### config.mk
export PLATFORM = sky130hd
export DESIGN_NAME = sample_stream_serializer
export DESIGN_NICKNAME = d
export VERILOG_FILES = /design/src/rtl/sample_stream_serializer.sv
export SDC_FILE = /design/constraint.sdc
export NUM_CORES = 1
export LEC_CHECK = 0
export BUFFER_PORTS_ARGS = -buffer_cell sky130_fd_sc_hd__buf_2
export CAP_MARGIN = 0
export CORE_MARGIN = 8
export CORE_UTILIZATION = 38
export CTS_CLUSTER_SIZE = 20
export DETAILED_ROUTE_END_ITERATION = 16
export HOLD_SLACK_MARGIN = 0.08
export MAX_ROUTING_LAYER = met4
export PLACE_DENSITY = 0.61
export SYNTH_ARGS = -nofsm -noshare
export SYNTH_HDL_FRONTEND = slang
export SYNTH_SLANG_ARGS = --single-unit
### constraint.sdc
create_clock -name clk -period 3.1 [get_ports clk]
set_input_delay 0.62 -clock clk [delete_from_list [all_inputs] [get_ports clk]]
set_output_delay 0.62 -clock clk [all_outputs]
set_load 0.05 [all_outputs]
### src/rtl/sample_stream_serializer.sv
// -----------------------------------------------------------------------------
// sample_stream_serializer
//
// Width-converting stream source. Accepts WORD_WIDTH-bit words together with a
// byte count, buffers them in a small word FIFO and emits the valid bytes
// LSB-first on a BYTE_WIDTH-bit stream with a last-byte marker. The output
// side connects directly to a downstream consumer's stream_in_* ports.
//
// Parameters
//   WORD_WIDTH   input word width; must equal BYTE_WIDTH * 8
//   BYTE_WIDTH   output byte width
//   FIFO_DEPTH   word FIFO entries; power of two, >= 2
//   COUNT_WIDTH  width of the byte/word statistics counters (wrap, no saturate)
//
// Ports
//   clk, reset        single rising-edge clock, synchronous active-high reset
//   word_in_valid     upstream word valid
//   word_in_ready     FIFO can take a word (0 for the cycle after reset is seen)
//   word_in_data      word payload, byte 0 = bits [BYTE_WIDTH-1:0]
//   word_in_nbytes    valid bytes in the word, 1..8; 0 and >8 mean 8
//   stream_out_valid  byte valid
//   stream_out_ready  consumer ready
//   stream_out_data   current byte (0 while idle)
//   stream_out_last   high with the final byte of each word
//   fifo_level        words currently buffered
//   byte_count        output byte handshakes since reset
//   word_count        output handshakes carrying last since reset
//   state_dbg         serializer state (0 = IDLE, 1 = SHIFT)
//
// Handshake semantics (both sides): a transfer happens on a rising clk edge
// where valid && ready are both high. A source never withdraws valid or
// changes data/last while waiting for ready. Ready never depends on valid.
// -----------------------------------------------------------------------------
module sample_stream_serializer #(
  parameter int WORD_WIDTH  = 64,
  parameter int BYTE_WIDTH  = 8,
  parameter int FIFO_DEPTH  = 4,
  parameter int COUNT_WIDTH = 32
) (
  input  logic                          clk,
  input  logic                          reset,
  input  logic                          word_in_valid,
  output logic                          word_in_ready,
  input  logic [WORD_WIDTH-1:0]         word_in_data,
  input  logic [3:0]                    word_in_nbytes,
  output logic                          stream_out_valid,
  input  logic                          stream_out_ready,
  output logic [BYTE_WIDTH-1:0]         stream_out_data,
  output logic                          stream_out_last,
  output logic [$clog2(FIFO_DEPTH):0]   fifo_level,
  output logic [COUNT_WIDTH-1:0]        byte_count,
  output logic [COUNT_WIDTH-1:0]        word_count,
  output logic                          state_dbg
);

  localparam int PTR_W = $clog2(FIFO_DEPTH);
  localparam int LVL_W = PTR_W + 1;
  localparam int NB    = WORD_WIDTH / BYTE_WIDTH;

  localparam logic [3:0]       NB_MAX  = 4'(NB);
  localparam logic [LVL_W-1:0] DEPTH_L = LVL_W'(FIFO_DEPTH);

  typedef enum logic {
    ST_IDLE  = 1'b0,
    ST_SHIFT = 1'b1
  } state_e;

  // ---------------------------------------------------------------------------
  // Reset delay: the input side stays closed for one cycle after reset is seen
  // ---------------------------------------------------------------------------
  logic reset_q;

  always_ff @(posedge clk) begin
    reset_q <= reset;
  end

  // ---------------------------------------------------------------------------
  // Word FIFO
  // ---------------------------------------------------------------------------
  logic [PTR_W-1:0]      wr_ptr_q;
  logic [PTR_W-1:0]      rd_ptr_q;
  logic [LVL_W-1:0]      level_q;
  logic [WORD_WIDTH-1:0] mem_data [FIFO_DEPTH];
  logic [3:0]            mem_nb   [FIFO_DEPTH];
  logic                  fifo_empty;
  logic                  wr_en;
  logic                  pop;
  logic [3:0]            in_nb_clamped;

  assign fifo_empty    = (level_q == '0);
  assign word_in_ready = !reset_q && (level_q < DEPTH_L);
  assign wr_en         = word_in_valid && word_in_ready;

  // Byte count is normalised on the way in so the serializer only ever sees
  // 1..NB: 0 means a full word and anything above NB is clamped.
  assign in_nb_clamped = ((word_in_nbytes == 4'd0) || (word_in_nbytes > NB_MAX))
                         ? NB_MAX : word_in_nbytes;

  // Storage has no reset; validity is tracked by the pointers and level.
  always_ff @(posedge clk) begin
    if (wr_en) begin
      mem_data[wr_ptr_q] <= word_in_data;
      mem_nb[wr_ptr_q]   <= in_nb_clamped;
    end
  end

  // Pointers wrap naturally because FIFO_DEPTH is a power of two.
  always_ff @(posedge clk) begin
    if (reset) begin
      wr_ptr_q <= '0;
      rd_ptr_q <= '0;
      level_q  <= '0;
    end else begin
      if (wr_en) begin
        wr_ptr_q <= wr_ptr_q + PTR_W'(1);
      end
      if (pop) begin
        rd_ptr_q <= rd_ptr_q + PTR_W'(1);
      end
      unique case ({wr_en, pop})
        2'b10:   level_q <= level_q + LVL_W'(1);
        2'b01:   level_q <= level_q - LVL_W'(1);
        default: level_q <= level_q;
      endcase
    end
  end

  // IDLE only starts a word one cycle after the FIFO became non-empty, so a
  // word written into an empty FIFO is never read in the cycle it lands in
  // storage. While shifting, the live level is used so words chain without a
  // bubble.
  logic avail_q;

  always_ff @(posedge clk) begin
    if (reset) begin
      avail_q <= 1'b0;
    end else begin
      avail_q <= !fifo_empty;
    end
  end

  // ---------------------------------------------------------------------------
  // Serializer FSM
  // ---------------------------------------------------------------------------
  state_e                state_q;
  state_e                state_d;
  logic [WORD_WIDTH-1:0] shift_q;
  logic [3:0]            remain_q;
  logic                  idle_take;
  logic                  remain_last;
  logic                  advance;

  assign idle_take   = avail_q && !fifo_empty;
  assign remain_last = (remain_q == 4'd1);

  // State register
  always_ff @(posedge clk) begin
    if (reset) begin
      state_q <= ST_IDLE;
    end else begin
      state_q <= state_d;
    end
  end

  // Next-state logic
  always_comb begin
    state_d = state_q;
    unique case (state_q)
      ST_IDLE: begin
        if (idle_take) begin
          state_d = ST_SHIFT;
        end
      end
      ST_SHIFT: begin
        if (stream_out_ready && remain_last && fifo_empty) begin
          state_d = ST_IDLE;
        end
      end
      default: state_d = ST_IDLE;
    endcase
  end

  // Output / control logic
  always_comb begin
    pop              = 1'b0;
    advance          = 1'b0;
    stream_out_valid = 1'b0;
    stream_out_last  = 1'b0;
    stream_out_data  = '0;
    unique case (state_q)
      ST_IDLE: begin
        pop = idle_take;
      end
      ST_SHIFT: begin
        stream_out_valid = 1'b1;
        stream_out_last  = remain_last;
        stream_out_data  = shift_q[BYTE_WIDTH-1:0];
        if (stream_out_ready) begin
          // Final byte accepted: chain straight into the next word if one
          // is buffered, otherwise the next-state logic returns to IDLE.
          pop     = remain_last && !fifo_empty;
          advance = !remain_last;
        end
      end
      default: begin
        pop = 1'b0;
      end
    endcase
  end

  // Shift register and remaining-byte counter
  always_ff @(posedge clk) begin
    if (reset) begin
      shift_q  <= '0;
      remain_q <= '0;
    end else if (pop) begin
      shift_q  <= mem_data[rd_ptr_q];
      remain_q <= mem_nb[rd_ptr_q];
    end else if (advance) begin
      shift_q  <= shift_q >> BYTE_WIDTH;
      remain_q <= remain_q - 4'd1;
    end
  end

  // ---------------------------------------------------------------------------
  // Statistics counters (wrap modulo 2^COUNT_WIDTH)
  // ---------------------------------------------------------------------------
  logic [COUNT_WIDTH-1:0] byte_cnt_q;
  logic [COUNT_WIDTH-1:0] word_cnt_q;
  logic                   out_hs;

  assign out_hs = stream_out_valid && stream_out_ready;

  always_ff @(posedge clk) begin
    if (reset) begin
      byte_cnt_q <= '0;
      word_cnt_q <= '0;
    end else if (out_hs) begin
      byte_cnt_q <= byte_cnt_q + COUNT_WIDTH'(1);
      if (stream_out_last) begin
        word_cnt_q <= word_cnt_q + COUNT_WIDTH'(1);
      end
    end
  end

  assign fifo_level = level_q;
  assign byte_count = byte_cnt_q;
  assign word_count = word_cnt_q;
  assign state_dbg  = state_q;

endmodule
======== After elaboration in Yosys (flattened, before gate mapping) ========
Memories as Yosys holds them, arrays and structs flattened. A register that Yosys moved wholly into a read port is not among the register bits.
Index checks and enable logic that the tools add are counted.
W data, S select, Z words.
operators by class
  mux-type cells .......................... 22
  order comparisons ....................... 2
  equality and inequality tests ........... 3
  reductions and logical operators ........ 16
  bitwise logic cells ..................... 1
  add/sub/neg operators ................... 7
operators by type and width
  kind                     number
  $mux W64                 2
  $add A32 B1 Y32 const B  2
  $mux W4                  3
  $mux W1                  9
  $mux W2                  4
  $mux W8                  1
  $logic_and A1 B1 Y1      7
  $pmux W3 S2              1
  $add A2 B1 Y2 const B    2
  $eq A4 B1 Y1 const B     1
  $gt A4 B4 Y1 const B     1
  $logic_not A4 Y1         1
  $pmux W1 S2              2
  $reduce_bool A2 Y1       2
  $sub A4 B1 Y4 const B    1
  $add A3 B1 Y3 const B    1
  $logic_not A1 Y1         3
  $logic_not A3 Y1         1
  $lt A3 B3 Y1 const B     1
  $sub A3 B1 Y3 const B    1
  $eq A2 B1 Y1 const B     1
  $eq A2 B2 Y1 const B     1
  $reduce_and A2 Y1        1
  $logic_or A1 B1 Y1       1
  $not A1 Y1               1
word-level totals
  output and inout port bits .............. 79
  bits of input ports ..................... 72
  memories ................................ 2
  RAM bits ................................ 272
  logic and storage cells ................. 63
  register bits after elaboration ......... 142
memories
  name      depth  width  read ports  clocked after Yosys merged registers in  wr ports  line  text
  mem_data  4      64     1           1                                        1         83    logic [WORD_WIDTH-1:0] mem_data [FIFO_DEPTH];
  mem_nb    4      4      1           1                                        1         84    logic [3:0] mem_nb [FIFO_DEPTH];

======== Depth between registers and ports, before layout ========
  word-level depth ........................ 7
  gate-level depth with buffers ........... 12
  mapped depth without buffers ............ 12

======== Worst setup path before layout ========
No wires, ideal clock.
  path kind ............................... input to register
  start point ............................. input port word_in_valid
  end point ............................... memory mem_data[1][0] (enable)
  required time ........................... 2667 ps
  stages .................................. 2
  data arrival time ....................... 2817 ps
  path buffers ............................ 0
  path slack .............................. -150 ps
  library setup time ...................... 433 ps
  cells stage by stage .................... nor3b_1 and2_1
between the ends
  longest elaborated chain between the ends .. 3
ends and longest elaborated chain
  element                        line  text
  start: declaration             42    input logic word_in_valid,
  $logic_and A1 B1 Y1            92    assign wr_en = word_in_valid && word_in_ready;
  $mux W1                        101   if (wr_en) begin
  $mux W1 (not written as such)  102   mem_data[wr_ptr_q] <= word_in_data;
  end: declaration               83
No other way between the ends.

======== Worst setup path after layout ========
  start point ............................. register remain_q[1]
  end point ............................... output port stream_out_last
between the ends
  longest elaborated chain between the ends .. 2
ends and longest elaborated chain
  element                   line  text
  start: declaration        148   logic [3:0] remain_q;
  start signal: assignment  218   remain_q <= mem_nb[rd_ptr_q];
  start signal: assignment  221   remain_q <= remain_q - 4'd1;
  $eq A4 B1 Y1              154   assign remain_last = (remain_q == 4'd1);
  $mux W1                   190   unique case (state_q)
  end: declaration          49    output logic stream_out_last,
No other way between the ends.

==> metrics <==
outcome=completed; syn nets=~1200; Die X=about 220 microns; power per cell area=slightly above 600 nW/um^2; dpl cell area=between 15000 and 20000 sq um; f_max=~360 MHz; slowest stage delay, CP=just under 0.4 ns; Distinct cells, synth=57; hold path cells=1; worst hold path type=primary input to flip-flop; fin crit share=between 90 and 100%; routability cong.=around 0.86; power consumption=approximately 12 mW; asr flop ratio synth=0%; crit path launch type=flip-flop; CTS resizes=0; all-layer global routing usage=15.38%; Critical Path RT=2.48 ns; WS Path Type=flip-flop to output pin; Critical-path top delay cell=nor3b_2; worst r2r src=remain_q[1]; Post-DP HPWL=~24000 microns; CP Capture Type=output pin; worst reg2reg path depth=12; via density per instance=between 5 and 6; vias in the first global route=slightly below 10000; Least-Margin Pin Slew=between 1 and 1.5 ns; Static Leakage=around 6.5 nW; global-route wire length before repair=about 60000 microns; Max Cap Viol=0; Die Ht=between 200 and 250 microns; Core ar.=about 43000 sq um; IO Pins=around 150; sequential fraction of the synthesis area=between 60% and 70%; CTS Buf Count=44; RSZ-0062 raised after global routing=no; critical-path cell list=inv_1, ha_1, nor3b_2, buf_4, and2_1, buf_2; Syn Inst Count=around 1100; cts hold-fix bufs=0; clk_skew=just over 0.02 ns; via count=around 10000; Worst slew margin=20.88%; CTS tree=yes; fin worst setup slack=slightly above 0.3 ns; total grt overflow=0; Starting Density=a little under two fifths; Max Buffers Root-to-Sink=3; ratio of cells with drive above 1 in the final layout=~26%; syn_area_per_cell=around 15 sq um; IO buf count=150; root buffer cell=clkbuf_16; flop-to-flop setup slack=roughly 0.55 ns; pre-CTS WS=~0.56 ns; H-tree levels=2; fin area=around 19000 sq um; Hold Fails Final Rpt=0; drt drc=0; Post-synth EDFFs=about 270; CTS sink count=about 420; fin nets=approximately 1300; Hold Startpoint=word_in_data[26]; area grow syn2layout=18.33%; clk slew on worst S/H paths=0.06 ns; initial antenna violation count=4; largest net degree at the start of global routing=74; Finished Layout Cells=1891; Detailed Routing Iterations Pass 1=6; later-pin clock latency in the skew report=approximately 0.57 ns; Max VDD drop=between 400 and 500 uV; Final min period=between 2 and 3 ns; Starting DRT DRC Count=between 700 and 800; fin. max-slew vios=0; Setup Fix Bufs, Post-CTS=0; Setup violations, final=0; DR WL/cell=approximately 20 microns; Total Routed Length=38050 microns; CP Launch Point=remain_q[1]; Post-synth top flop=edfxtp_1; placed insts=1805; antenna viol nets, final=0; Hold Slack=roughly 0.26 ns; Setup TNS Final=0 ns; Cell Rows=76; CP Max Fanout=7; synthesized area=~16000 sq um; Yosys warnings=0; die area=about 50000 sq um; FF+latch count, synth=416; final core occ=a little under half; critical path arrival=between 2 and 2.5 ns
## Yosys cell counts, types with 2 or more instances
| cell type | instances | share of area [%] |
|---|---|---|
| nor4_1 | 12 | 0.46 |
| nor3_1 | 35 | 1.1 |
| a221o_1 | 35 | 2.1 |
| buf_4 | 2 | 0.092 |
| nand3_1 | 30 | 0.92 |
| nor2b_1 | 11 | 0.42 |
| a31oi_1 | 2 | 0.076 |
| nand2_1 | 54 | 1.2 |
| ha_1 | 9 | 0.69 |
| o31ai_1 | 28 | 1.3 |
| a21oi_1 | 58 | 1.8 |
| edfxtp_1 | 272 | 50 |
| or4_1 | 28 | 1.3 |
| or3_1 | 17 | 0.65 |
| o211ai_1 | 8 | 0.37 |
| dfxtp_1 | 144 | 18 |
| nand4_1 | 21 | 0.80 |
| a31o_2 | 2 | 0.11 |
| o41ai_1 | 2 | 0.11 |
| a311oi_1 | 15 | 0.80 |
| and4_1 | 6 | 0.32 |
| or2_2 | 2 | 0.076 |
| nor2_1 | 42 | 0.96 |
| buf_2 | 12 | 0.37 |
| clkbuf_8 | 2 | 0.17 |
| inv_1 | 16 | 0.37 |
| nor3_2 | 2 | 0.12 |
| xnor2_1 | 10 | 0.53 |
| o221ai_1 | 2 | 0.11 |
| mux4_2 | 68 | 9.3 |
| xor2_1 | 13 | 0.69 |
| and3_1 | 22 | 0.84 |
| and2_1 | 39 | 1.5 |
| o21ai_0 | 14 | 0.43 |
| clkbuf_1 | 53 | 1.2 |
## cells by family after synthesis
family | after synthesis | share of synthesized area, %
AOI/OAI and AO/OA | 173 | 7.553
DFF | 416 | 67.38
buffers and inverters | 86 | 2.235
xor gates and xnor gates | 23 | 1.228
muxes | 70 | 9.468
and+or+nand+nor | 332 | 11.32
adders and majority gates | 10 | 0.8087
## where the power goes
| part | switching, mW | internal [mW] |
|---|---|---|
| clock | 2.17 | 3.20 |
| sequential | 0.0578 | 6.04 |
| combinational | 0.377 | 0.225 |
## registers in the layout (all words and copies together), names as in the netlist, named ones only
signal and flops:
mem_data 256, mem_nb 16, avail_q 1, word_count 32, fifo_level 3, rd_ptr_q 2, reset_q 1, wr_ptr_q 2
state_dbg 1, byte_count 32, shift_q 64, remain_q 4
## routing by layer
metal | vias to the layer above | routed length (microns) | GRT usage, %
met5 | - | 0 | -
li1 | 4718 | - | -
met4 | 0 | 714 | 4.184
met1 | 5014 | 16950 | 19.71
met3 | 49 | 1851 | 3.126
met2 | 224 | 18530 | 24.79
## layout by cell type, fill, tap and decap left out, types with 28 or more instances in the layout
cell	n
nor3_1	34
clkbuf_16	46
and2_1	35
o31ai_1	28
nand2_1	54
mux4_2	68
nor2_1	42
dfxtp_1	142
nand3_1	30
a221o_1	35
or4_1	28
buf_2	149
a21oi_1	58
edfxtp_1	272
## critical path: cells and delay by family, from the launching register on
| family | cells | cell delay, ns |
|---|---|---|
| buffers and inverters | 3 | 0.59 |
| AND/OR/NAND/NOR | 2 | 0.54 |
| flip-flops | 1 | 0.31 |
| adder cells (fa/ha/maj) | 1 | 0.18 |
## path summary, 6_finish.rpt
kind	end
worst max-delay path	stream_out_last
worst min-delay path	mem_data[3][26]
worst max register to register	fifo_level[2]
worst min register to register	word_count[31]
## layout make-up
cell class / count / area (sq um)
timing repair buffer: 180 / 1054
clock buffer: 60 / 1224
multi-input combinational: 608 / 5005
clock inverter: 22 / 266.5
antenna: 4 / 10.01
fill: 3806 / 23480
sequential: 416 / 11060
inverter: 16 / 60.06
tap: 585 / 732.0
No activity file was read; power rests on OpenSTA's default activity.
